## src/rtl/mux8_rr_arbiter.sv

```systemverilog
// mux8_rr_arbiter: round-robin owner of an 8:1 mux select with hold-limit preemption
module mux8_rr_arbiter #(
    parameter int HOLD_MAX = 4
) (
    input  logic       clk,
    input  logic       rst,
    input  logic [7:0] req,
    output logic [7:0] gnt,
    output logic [2:0] sel,
    output logic       busy
);
    typedef enum logic {IDLE, GRANT} state_t;
    localparam logic [7:0] HMAX = 8'(HOLD_MAX);
    state_t state_q, state_d;
    logic [7:0] gnt_q, gnt_d, hold_q, hold_d;
    logic [2:0] sel_q, sel_d, ptr_q, ptr_d;
    logic busy_q, busy_d;
    logic [7:0] others, rot;
    logic [15:0] dbl;
    logic [2:0] start, idx, win;
    logic found, own, take;
    always_comb begin
        others = req & ~gnt_q;
        start = ptr_q + 3'd1;
        dbl = {others, others} >> start;
        rot = dbl[7:0];
        idx = 3'd0;
        for (int i = 7; i >= 0; i--) idx = rot[i] ? 3'(i) : idx;
        win = idx + start;
        found = |others;
        own = |(req & gnt_q);
        take = found && (!own || hold_q == HMAX);
    end
    // ptr always tracks the owner, so one search from ptr+1 serves IDLE, release and preempt
    always_comb begin
        state_d = state_q;
        gnt_d = gnt_q;
        sel_d = sel_q;
        ptr_d = ptr_q;
        hold_d = hold_q;
        busy_d = busy_q;
        if (take) begin
            state_d = GRANT;
            gnt_d = 8'd1 << win;
            sel_d = win;
            ptr_d = win;
            hold_d = 8'd1;
            busy_d = 1'b1;
        end else if (!own) begin
            state_d = IDLE;
            gnt_d = 8'd0;
            busy_d = 1'b0;
        end else begin
            hold_d = hold_q < HMAX ? hold_q + 8'd1 : hold_q;
        end
    end
    always_ff @(posedge clk) begin
        if (rst) begin
            state_q <= IDLE;
            gnt_q <= 8'd0;
            sel_q <= 3'd0;
            ptr_q <= 3'd7;
            hold_q <= 8'd0;
            busy_q <= 1'b0;
        end else begin
            state_q <= state_d;
            gnt_q <= gnt_d;
            sel_q <= sel_d;
            ptr_q <= ptr_d;
            hold_q <= hold_d;
            busy_q <= busy_d;
        end
    end
    assign gnt = gnt_q;
    assign sel = sel_q;
    assign busy = busy_q;
endmodule

```

## config.mk

```make
export PLATFORM = sky130hd
export DESIGN_NAME = mux8_rr_arbiter
export DESIGN_NICKNAME = d
export VERILOG_FILES = /design/src/rtl/mux8_rr_arbiter.sv
export SDC_FILE = /design/constraint.sdc
export NUM_CORES = 1
export LEC_CHECK = 0
export ABC_AREA = 1
export BUFFER_PORTS_ARGS = -buffer_cell sky130_fd_sc_hd__buf_2
export CAP_MARGIN = 10
export CORE_ASPECT_RATIO = 0.6
export CORE_MARGIN = 2
export CORE_UTILIZATION = 40
export CTS_BUF_LIST = sky130_fd_sc_hd__clkbuf_8
export DETAILED_ROUTE_END_ITERATION = 6
export GPL_TIMING_DRIVEN = 0
export PLACE_DENSITY = 0.6
export SETUP_SLACK_MARGIN = 0.5
export SLEW_MARGIN = 20
export SYNTH_ARGS = -nofsm -noshare
export SYNTH_HDL_FRONTEND = slang
export SYNTH_SLANG_ARGS = --single-unit
```

## constraint.sdc

```tcl
create_clock -name clk -period 2.85 [get_ports clk]
set_input_delay 0.57 -clock clk [delete_from_list [all_inputs] [get_ports clk]]
set_output_delay 0.57 -clock clk [all_outputs]
set_load 0.05 [all_outputs]
```

Word level (Yosys, flattened, before mapping) --
Cells that the tools add are included.
Cells by class: shifts and indexed selects 2, mux-type cells 15, magnitude comparators 1, equality and inequality tests 2, reductions and logical operators 10, add/sub/neg operators 3, bitwise logic cells 3
Operators by type and width (count):
- $mux 3 | 8
- $and 8x8->8 | 2
- $mux 8 | 2
- $reduce_or 8->1 | 2
- $shr 16x3->8 | 1
- $add 8x1->8 const B | 1
- $eq 8x3->1 const B | 1
- $lt 8x3->1 const B | 1
- $not 8->8 | 1
- $shl 1x3->8 const A | 1
- $mux 1 | 5
- $reduce_and 2->1 | 2
- $reduce_bool 2->1 | 2
- $add 3x1->3 const B | 1
- $add 3x3->3 | 1
- $ne 2x1->1 const B | 1
- $reduce_or 2->1 | 1
- $logic_and 1x1->1 | 1
- $logic_not 1->1 | 1
- $logic_or 1x1->1 | 1
Word-level totals: output and inout bits 12, word-level logic and storage cells 42, bits in registers 23, input bits 10

Depth between registers and ports, before layout --
Gate-level depths: netlist of the first run.
depth after elaboration 14, gate-level depth with buffers 20, depth with buffers taken out 20

Worst setup path after synthesis of the first run --
Ideal clock, no wire load.
kind register -> register, start register gnt_q[6] (netlist: gnt[6]), end register gnt_q[4] (netlist: gnt[4]), required time 2789 ps, stages on the path, launching flop included 19, period minus slack after synthesis 2936 ps, buffers on the path 0, arrival time 2875 ps, library setup time 61 ps, slack -86 ps, cells stage by stage dfxtp_1 > inv_1 > nand3_1 > nand3_1 > nand3_1 > nand2_1 > o21ai_0 > nand2_1 > a21boi_0 > ha_1 > inv_1 > fa_1 > xnor2_1 > inv_1 > nand3_2 > nand3_2 > nor2_1 > nand2_1 > nand2_1
On the way: cells in the longest elaborated chain, start to end 14, elaborated cells between the ends (all ways) 21, those cells by class add/sub: 1; eq/ne: 1; shift: 2; mux: 9; bitwise: 3; reduce/logical: 5
RTL lines:
- start, declared | line 15 | logic [7:0] gnt_q, gnt_d, hold_q, hold_d;
- start signal, assigned | line 67 | gnt_q <= gnt_d;
- $not 8->8 | line 23 | others = req & ~gnt_q;
- $and 8x8->8 | line 23
- $shr 16x3->8 | line 25 | dbl = {others, others} >> start;
- $mux 3 (8 in series) | line 28 | for (int i = 7; i >= 0; i--) idx = rot[i] ? 3'(i) : idx;
- $add 3x3->3 | line 29 | win = idx + start;
- $shl 1x3->8 | line 44 | gnt_d = 8'd1 << win;
- $mux 8 | line 42 | if (take) begin
Several ways; a longest one is shown, not always the timed one. A chain may end at the register's enable or synchronous reset.

Worst setup path after layout of the first run --
start register ptr_q[0], end register gnt_q[3] (netlist: gnt[3])
On the way: cells in the longest elaborated chain, start to end 13
RTL lines:
- start, declared | line 16 | logic [2:0] sel_q, sel_d, ptr_q, ptr_d;
- start signal, assigned | line 69 | ptr_q <= ptr_d;
- $add 3x1->3 (*) | line 24 | start = ptr_q + 3'd1;
- $shr 16x3->8 | line 25
- $mux 3 (8 in series) | line 28
- $add 3x3->3 (*) | line 29
- $shl 1x3->8 (*) | line 44
- $mux 8 (*) | line 42
Every way passes the cells marked *; elsewhere a longest branch is shown, timed or not.

==> impl_metrics.py, run 1 <==
metrics = {
    "detailed_routing": {
        "drt-total-wl_um": 4340,
        "drt_drc_violations_left": 0,
        "detail_route.iter0.violations": 116,
        "dr.max_layer_used": "met3",
        "detail-route-antenna-nets": 0,
        "vias_per_cell": 4.93,
        "dr_total_vias": 1606,
        "met2RoutedLength_um": 1570,
        "detailroute.wirelength.met3_um": 248,
        "firstDrtPassIters": 4,
        "route.detailed.wl_per_inst_um": 13.3,
        "route.layer.met1.wl_um": 2520,
    },
    "finish": {
        "final_util": 0.548,
        "final_layout_size_suffix_gt1_frac": 0.485,
        "finalNetCount": 282,
        "insertedDiodeCount": 0,
        "areaGrowthSynthToFinish_pct": 32.2,
    },
    "setup_path": {
        "crit_start": "ptr_q[0]",
        "worst_setup_path_start_kind": "flop",
        "critPathMaxFanout": 6,
        "rr_endpoint": "gnt[3]",
        "r2r_start": "ptr_q[0]",
        "crit_type": "flop to flop",
        "worst-endpoint-arrival_ns": 3.01,
        "required_ns": 3.05,
        "setup.reg_to_reg.worst_slack_ns": 0.05,
        "reg2regPathDepth": 16,
        "critical_path.endpoint_type": "flop",
    },
    "clock_network": {
        "cts_max_level": 1,
        "cts_inserted_buffers": 3,
        "clkLatencyLatePin_ns": 0.27,
        "hold_bufs_inserted_after_cts": 0,
        "cts_root_buffer": "sky130_fd_sc_hd__clkbuf_8",
        "clock_tree_from_tritoncts": "built",
        "number_of_clock_sinks": 23,
        "clk_pin_slew_ns": 0.09,
        "cts_buffer_depth": 2,
    },
    "global_routing": {
        "grt_overflow_total": 0,
        "grt_first_pass_wirelength_um": 6970,
        "antenna_found_initial": 0,
        "first_global_vias": 1387,
        "grtUsageTotal": 0.194,
        "pin_count_of_the_biggest_net_entering_global_routing": 15,
    },
    "floorplanning": {
        "die_w_um": 88.1,
        "placementRows": 18,
        "ioPinCount": 22,
        "die_h_um": 54.5,
        "floorplan.core_area_um2": 4100,
        "initial_utilization": 0.415,
        "floorplan_die_area_um2": 4800,
    },
    "sta": {
        "grt_setup_unrepaired": "true",
        "timing.final.crit_share": 0.984,
        "maxSlewHeadroom": 0.659,
        "timing.final.max_slew_violations": 0,
        "tightestPinTransition_ns": 0.511,
        "skew_ns": 0.00678,
        "period_minus_slack_ns": 2.80,
        "hold_viol_final": 0,
        "worst_slack_ns": 0.0453,
        "clock.fmax_ghz": 0.357,
        "setup_violating_endpoint_count_in_the_final_report": 0,
    },
    "yosys": {
        "synthesis.area_um2": 1700,
        "synth_top_cell_by_area": "sky130_fd_sc_hd__dfxtp_1",
        "count_of_different_cell_masters_after_synthesis": 34,
        "synth_top_area_frac": 0.271,
        "ys.warnings.count": 0,
        "synth_cells": 231,
        "synth_seq_area_share": 0.271,
        "synthTopCellsByArea": "sky130_fd_sc_hd__dfxtp_1 27%, sky130_fd_sc_hd__nand3_2 12%, sky130_fd_sc_hd__nand2_1 11%",
        "yosys_reg_bits": 23,
        "post_synth.cell_area_avg_um2": 7.36,
        "syn-num-nets": 246,
    },
    "worst_hold_path": {
        "hold_depth": 2,
        "hold_start": "hold_q[7]",
        "hold_path.class": "flop to flop",
        "hold_path_end": "hold_q[7]",
    },
    "placement": {
        "placement.io_buffers": 21,
        "hpwlAfterDp_um": 3380,
        "dp_slack_ns": -0.125,
        "gp_congestion": 0.836,
    },
    "outcome": {
        "status": "finished clean",
    },
    "job": {
        "maxCapViolations": 0,
    },
}
placed cells by master, fill, tap and decap left out, types with 8 or more instances in the layout:
cell                      synthesis  final
sky130_fd_sc_hd__nand3_1         30     21
sky130_fd_sc_hd__nand2_2         11     15
sky130_fd_sc_hd__nand2_1         50     45
sky130_fd_sc_hd__a21oi_1         11     10
sky130_fd_sc_hd__dfxtp_2          0      9
sky130_fd_sc_hd__dfxtp_1         23     13
sky130_fd_sc_hd__nand3_2         20     23
sky130_fd_sc_hd__buf_2            0     21
sky130_fd_sc_hd__nor2_1          10      8
sky130_fd_sc_hd__inv_1           26     23
layer usage:
metal / up-vias / GRT usage
li1: 842 / -
met3: 0 / 0.0498
met4: 0 / 0.00253
met1: 727 / 0.330
met2: 37 / 0.242
met5: - / 0
what timing repair did:
action | 4_1_cts | 5_1_grt
gates cloned | 2 | 0
setup buffers | 5 | 3
pin swaps | 3 | 2
resized for setup | 23 | 10
setup endpoints to repair | 12 | 14
critical path, cell delays in order, from the launching register on:
cell,delay (ns)
sky130_fd_sc_hd__dfxtp_4,0.37
sky130_fd_sc_hd__ha_4,0.31
sky130_fd_sc_hd__buf_12,0.15
sky130_fd_sc_hd__nand3_1,0.14
sky130_fd_sc_hd__nand3_2,0.10
sky130_fd_sc_hd__nand2_2,0.07
sky130_fd_sc_hd__buf_4,0.13
sky130_fd_sc_hd__buf_4,0.13
sky130_fd_sc_hd__nor3_1,0.18
sky130_fd_sc_hd__o21bai_1,0.11
sky130_fd_sc_hd__fa_2,0.38
sky130_fd_sc_hd__xnor2_2,0.17
sky130_fd_sc_hd__buf_4,0.16
sky130_fd_sc_hd__nand2_8,0.07
sky130_fd_sc_hd__nand2_4,0.10
sky130_fd_sc_hd__nand2_2,0.06
sky130_fd_sc_hd__a21oi_2,0.12
state kept, by name, summed over array words and instances (netlist names):
register,cells
sel,3
gnt,8
busy,1
hold_q,8
ptr_q,3
per-stage QoR:
stage / TNS, ns / std cells / hold slack [ns] / instance area, um^2
after global placement: -0.905 / 312 / 0.426 / 1960
after global routing: -0.702 / 326 / 0.473 / 2250
after CTS: 0 / 323 / 0.447 / 2190
after detailed placement: -0.683 / 312 / 0.434 / 1960
final: 0 / 326 / 0.443 / 2250
after floorplan: 0 / 231 / 0.415 / 1780
cells in the mapped netlist:
master	number
sky130_fd_sc_hd__o21ai_4	1
sky130_fd_sc_hd__a21oi_2	3
sky130_fd_sc_hd__nor2_2	4
sky130_fd_sc_hd__or2_4	1
sky130_fd_sc_hd__xnor2_1	1
sky130_fd_sc_hd__fa_1	1
sky130_fd_sc_hd__clkbuf_1	1
sky130_fd_sc_hd__nor2_4	2
sky130_fd_sc_hd__inv_6	2
sky130_fd_sc_hd__buf_6	2
sky130_fd_sc_hd__nor3_1	3
sky130_fd_sc_hd__nand2_4	1
sky130_fd_sc_hd__inv_1	26
sky130_fd_sc_hd__nand2_8	2
sky130_fd_sc_hd__a21oi_1	11
sky130_fd_sc_hd__o21ai_1	4
sky130_fd_sc_hd__o21bai_1	1
sky130_fd_sc_hd__a21oi_4	1
sky130_fd_sc_hd__nand4_1	1
sky130_fd_sc_hd__dfxtp_1	23
sky130_fd_sc_hd__nor2_1	10
sky130_fd_sc_hd__inv_2	5
sky130_fd_sc_hd__nand2_2	11
sky130_fd_sc_hd__ha_1	4
sky130_fd_sc_hd__a21boi_0	1
sky130_fd_sc_hd__o22ai_1	1
sky130_fd_sc_hd__nand3_1	30
sky130_fd_sc_hd__a31oi_1	1
sky130_fd_sc_hd__nand3_2	20
sky130_fd_sc_hd__o21ai_0	3
sky130_fd_sc_hd__o22ai_2	1
sky130_fd_sc_hd__o211ai_1	1
sky130_fd_sc_hd__a221oi_2	2
sky130_fd_sc_hd__nand2_1	50
worst max-delay path by stage:
stage	end	slack, ns	depth (start not counted)
after CTS	gnt[1]	0.1	19
after global placement	gnt[4]	-0.15	19
after detailed placement	gnt[4]	-0.13	19
after floorplan	gnt[4]	0.27	19
after global routing	gnt[1]	-0.11	19
final	gnt[3]	0.05	16
kinds of logic (layout without fill, tap and decap cells):
| family | count (synthesis) | after routing | synth area share |
|---|---|---|---|
| buffers and inverters | 36 | 71 | 0.0943 |
| DFF | 23 | 23 | 0.271 |
| xor gates and xnor gates | 1 | 1 | 0.00516 |
| AOI/OAI and AO/OA | 31 | 31 | 0.133 |
| and+or+nand+nor | 135 | 135 | 0.455 |
| adders and majority gates | 5 | 5 | 0.0412 |
cell type report:
class | instances | area (um^2)
buffer | 3 | 35.0
clock buffer | 3 | 41.3
clock inverter | 1 | 7.51
fill | 416 | 1850
inverter | 33 | 149
multi-input combinational | 172 | 1250
sequential | 23 | 475
tap | 60 | 75.1
timing repair buffer | 30 | 200
timing repair inverter | 1 | 8.76
Power of run 1 is left out: the tool's default activity adds up to more than one toggle a clock period on the data nets, which glitch-free logic cannot reach.
==> run 2, diff against run 1 <==
--- a/config.mk
+++ b/config.mk
@@ -8,13 +8,15 @@
 export ABC_AREA = 1
 export BUFFER_PORTS_ARGS = -buffer_cell sky130_fd_sc_hd__buf_2
 export CAP_MARGIN = 10
+export CELL_PAD_IN_SITES_DETAIL_PLACEMENT = 1
+export CELL_PAD_IN_SITES_GLOBAL_PLACEMENT = 2
 export CORE_ASPECT_RATIO = 0.6
 export CORE_MARGIN = 2
-export CORE_UTILIZATION = 40
+export CORE_UTILIZATION = 31
 export CTS_BUF_LIST = sky130_fd_sc_hd__clkbuf_8
 export DETAILED_ROUTE_END_ITERATION = 6
 export GPL_TIMING_DRIVEN = 0
-export PLACE_DENSITY = 0.6
+export PLACE_DENSITY = 0.77
 export SETUP_SLACK_MARGIN = 0.5
 export SLEW_MARGIN = 20
 export SYNTH_ARGS = -nofsm -noshare
==> run 2 against run 1 <==
Net effect:
- global-route usage is 1.7 points lower
- clock skew rose by 0.00071 ns
- the run now ends with negative setup slack left
- register-to-register slack worse by 0.08 ns
- wire length up 18%
- worst hold slack gained 0.0028 ns
==> impl_metrics.py, run 2 (synthesis gave the netlist of run 1 again) <==
metrics = {
    "finish": {
        "final_util": 0.444,
        "filler_cell_count": 639,
        "insertedDiodeCount": 0,
        "mostFrequentLayoutCells": "45 x sky130_fd_sc_hd__nand2_1, 25 x sky130_fd_sc_hd__nand3_2, 23 x sky130_fd_sc_hd__inv_1",
        "finalNetCount": 284,
        "areaGrowthSynthToFinish_pct": 35.4,
        "post-route-cell-area_um2": 2300,
        "final_layout_size_suffix_gt1_frac": 0.507,
        "most_common_cell_after_layout_fill_and_taps_aside": "sky130_fd_sc_hd__nand2_1",
    },
    "floorplanning": {
        "die_w_um": 99.6,
        "floorplan_die_area_um2": 6110,
        "ioPinCount": 22,
        "placementRows": 20,
        "initial_utilization": 0.328,
        "die_h_um": 61.3,
        "floorplan.core_area_um2": 5180,
    },
    "sta": {
        "skew_ns": 0.00749,
        "grt_setup_unrepaired": "true",
        "maxSlewHeadroom": 0.582,
        "setup_violating_endpoint_count_in_the_final_report": 4,
        "timing.final.crit_share": 1.01,
        "timing.final.max_slew_violations": 0,
        "hold_viol_final": 0,
        "clock.fmax_ghz": 0.347,
        "period_minus_slack_ns": 2.88,
        "worst_slack_ns": -0.0334,
        "tightestPinTransition_ns": 0.627,
    },
    "placement": {
        "dp_slack_ns": -0.217,
        "gp_congestion": 0.750,
        "hpwlAfterDp_um": 4100,
        "placement.io_buffers": 21,
        "placed_area_um2": 1970,
    },
    "clock_network": {
        "number_of_clock_sinks": 23,
        "cts_buffer_depth": 2,
        "cts_max_level": 1,
        "hold_bufs_inserted_after_cts": 0,
        "clock_tree_from_tritoncts": "built",
        "clkLatencyLatePin_ns": 0.27,
        "clk_pin_slew_ns": 0.09,
        "cts_root_buffer": "sky130_fd_sc_hd__clkbuf_8",
        "cts_inserted_buffers": 3,
    },
    "detailed_routing": {
        "dr_total_vias": 1624,
        "firstDrtPassIters": 4,
        "route.detailed.wl_per_inst_um": 15.3,
        "vias_per_cell": 4.86,
        "drt_drc_violations_left": 0,
        "detail-route-antenna-nets": 0,
        "detail_route.iter0.violations": 72,
        "drt-total-wl_um": 5120,
    },
    "setup_path": {
        "worst_setup_path_start_kind": "flop",
        "critPathMaxFanout": 10,
        "worst-endpoint-arrival_ns": 3.09,
        "required_ns": 3.05,
        "r2r_start": "ptr_q[0]",
        "crit_type": "flop to flop",
        "critical_path.endpoint_type": "flop",
        "setup.reg_to_reg.worst_slack_ns": -0.03,
        "reg2regPathDepth": 19,
        "rr_endpoint": "gnt[3]",
    },
    "global_routing": {
        "grt_first_pass_wirelength_um": 8160,
        "pin_count_of_the_biggest_net_entering_global_routing": 15,
        "antenna_found_initial": 0,
        "grt_overflow_total": 0,
        "first_global_vias": 1540,
        "grtUsageTotal": 0.177,
    },
    "worst_hold_path": {
        "hold_path_end": "hold_q[4]",
        "hold_depth": 2,
        "hold_path.class": "flop to flop",
        "hold_start": "hold_q[4]",
    },
    "job": {
        "maxCapViolations": 0,
    },
    "outcome": {
        "status": "complete, but fails checks",
        "violations": "negative setup slack",
    },
}
==> run 2: worst max-delay path by stage <==
stage | cells past startpoint | startpoint | endpoint | slack, ns
after CTS | 19 | ptr_q[0] | gnt[4] | -0.04
after global placement | 19 | req[1] | gnt[4] | -0.19
after detailed placement | 19 | req[1] | gnt[4] | -0.22
after floorplan | 19 | ptr_q[0] | gnt[4] | 0.27
final | 19 | ptr_q[0] | gnt[3] | -0.03
after global routing | 19 | ptr_q[0] | gnt[3] | -0.17
==> run 2: per-layer routing <==
layer  track usage  vias to the layer above  share of wire
met2         0.236                       28           0.38
li1              -                      840              -
met3        0.0341                        0          0.047
met5             0                        -              0
met4        0.0235                        0              0
met1         0.291                      756           0.58
==> run 2: layout make-up <==
type / count / area, um^2 / area share
flip-flops and latches: 23 / 473 / 0.206
plain buffers: 3 / 35.0 / 0.0152
inverters: 33 / 149 / 0.0647
clock buffers: 3 / 41.3 / 0.0179
repair buffers: 33 / 235 / 0.102
multi-input cells: 172 / 1280 / 0.555
clock inverters: 1 / 7.51 / 0.00326
well taps: 66 / 82.6 / 0.0359
==> run 2: critical path, stage by stage (launching register included) <==
cell and delay, ns:
sky130_fd_sc_hd__dfxtp_2 0.34, sky130_fd_sc_hd__buf_6 0.15, sky130_fd_sc_hd__inv_6 0.12, sky130_fd_sc_hd__nand3_2 0.13
sky130_fd_sc_hd__nand3_1 0.15, sky130_fd_sc_hd__nand3_1 0.10, sky130_fd_sc_hd__nand2_2 0.09, sky130_fd_sc_hd__a31oi_1 0.05
sky130_fd_sc_hd__o21ai_1 0.13, sky130_fd_sc_hd__nand2_1 0.08, sky130_fd_sc_hd__a21boi_2 0.16, sky130_fd_sc_hd__ha_2 0.19
sky130_fd_sc_hd__inv_2 0.04, sky130_fd_sc_hd__fa_2 0.37, sky130_fd_sc_hd__xnor2_4 0.18, sky130_fd_sc_hd__buf_6 0.14
sky130_fd_sc_hd__nand2_8 0.07, sky130_fd_sc_hd__nand2_4 0.09, sky130_fd_sc_hd__nand2_1 0.09, sky130_fd_sc_hd__a21oi_2 0.12
==> run 2: what timing repair did <==
item | 4_1_cts | 5_1_grt
pin swaps | 5 | 17
gates cloned | 0 | 1
setup buffers | 4 | 7
endpoints found under the setup margin | 12 | 14
resized for setup | 11 | 30
==> run 2: per-stage QoR <==
stage                     instances  TNS [ns]  hold slack [ns]
final                           334   -0.0639            0.446
after global routing            334     -1.27            0.467
after CTS                       326    -0.165            0.450
after detailed placement        318     -1.47            0.436
after global placement          318     -1.28            0.427
after floorplan                 231         0            0.415
Power of run 2 is left out for the same reason.
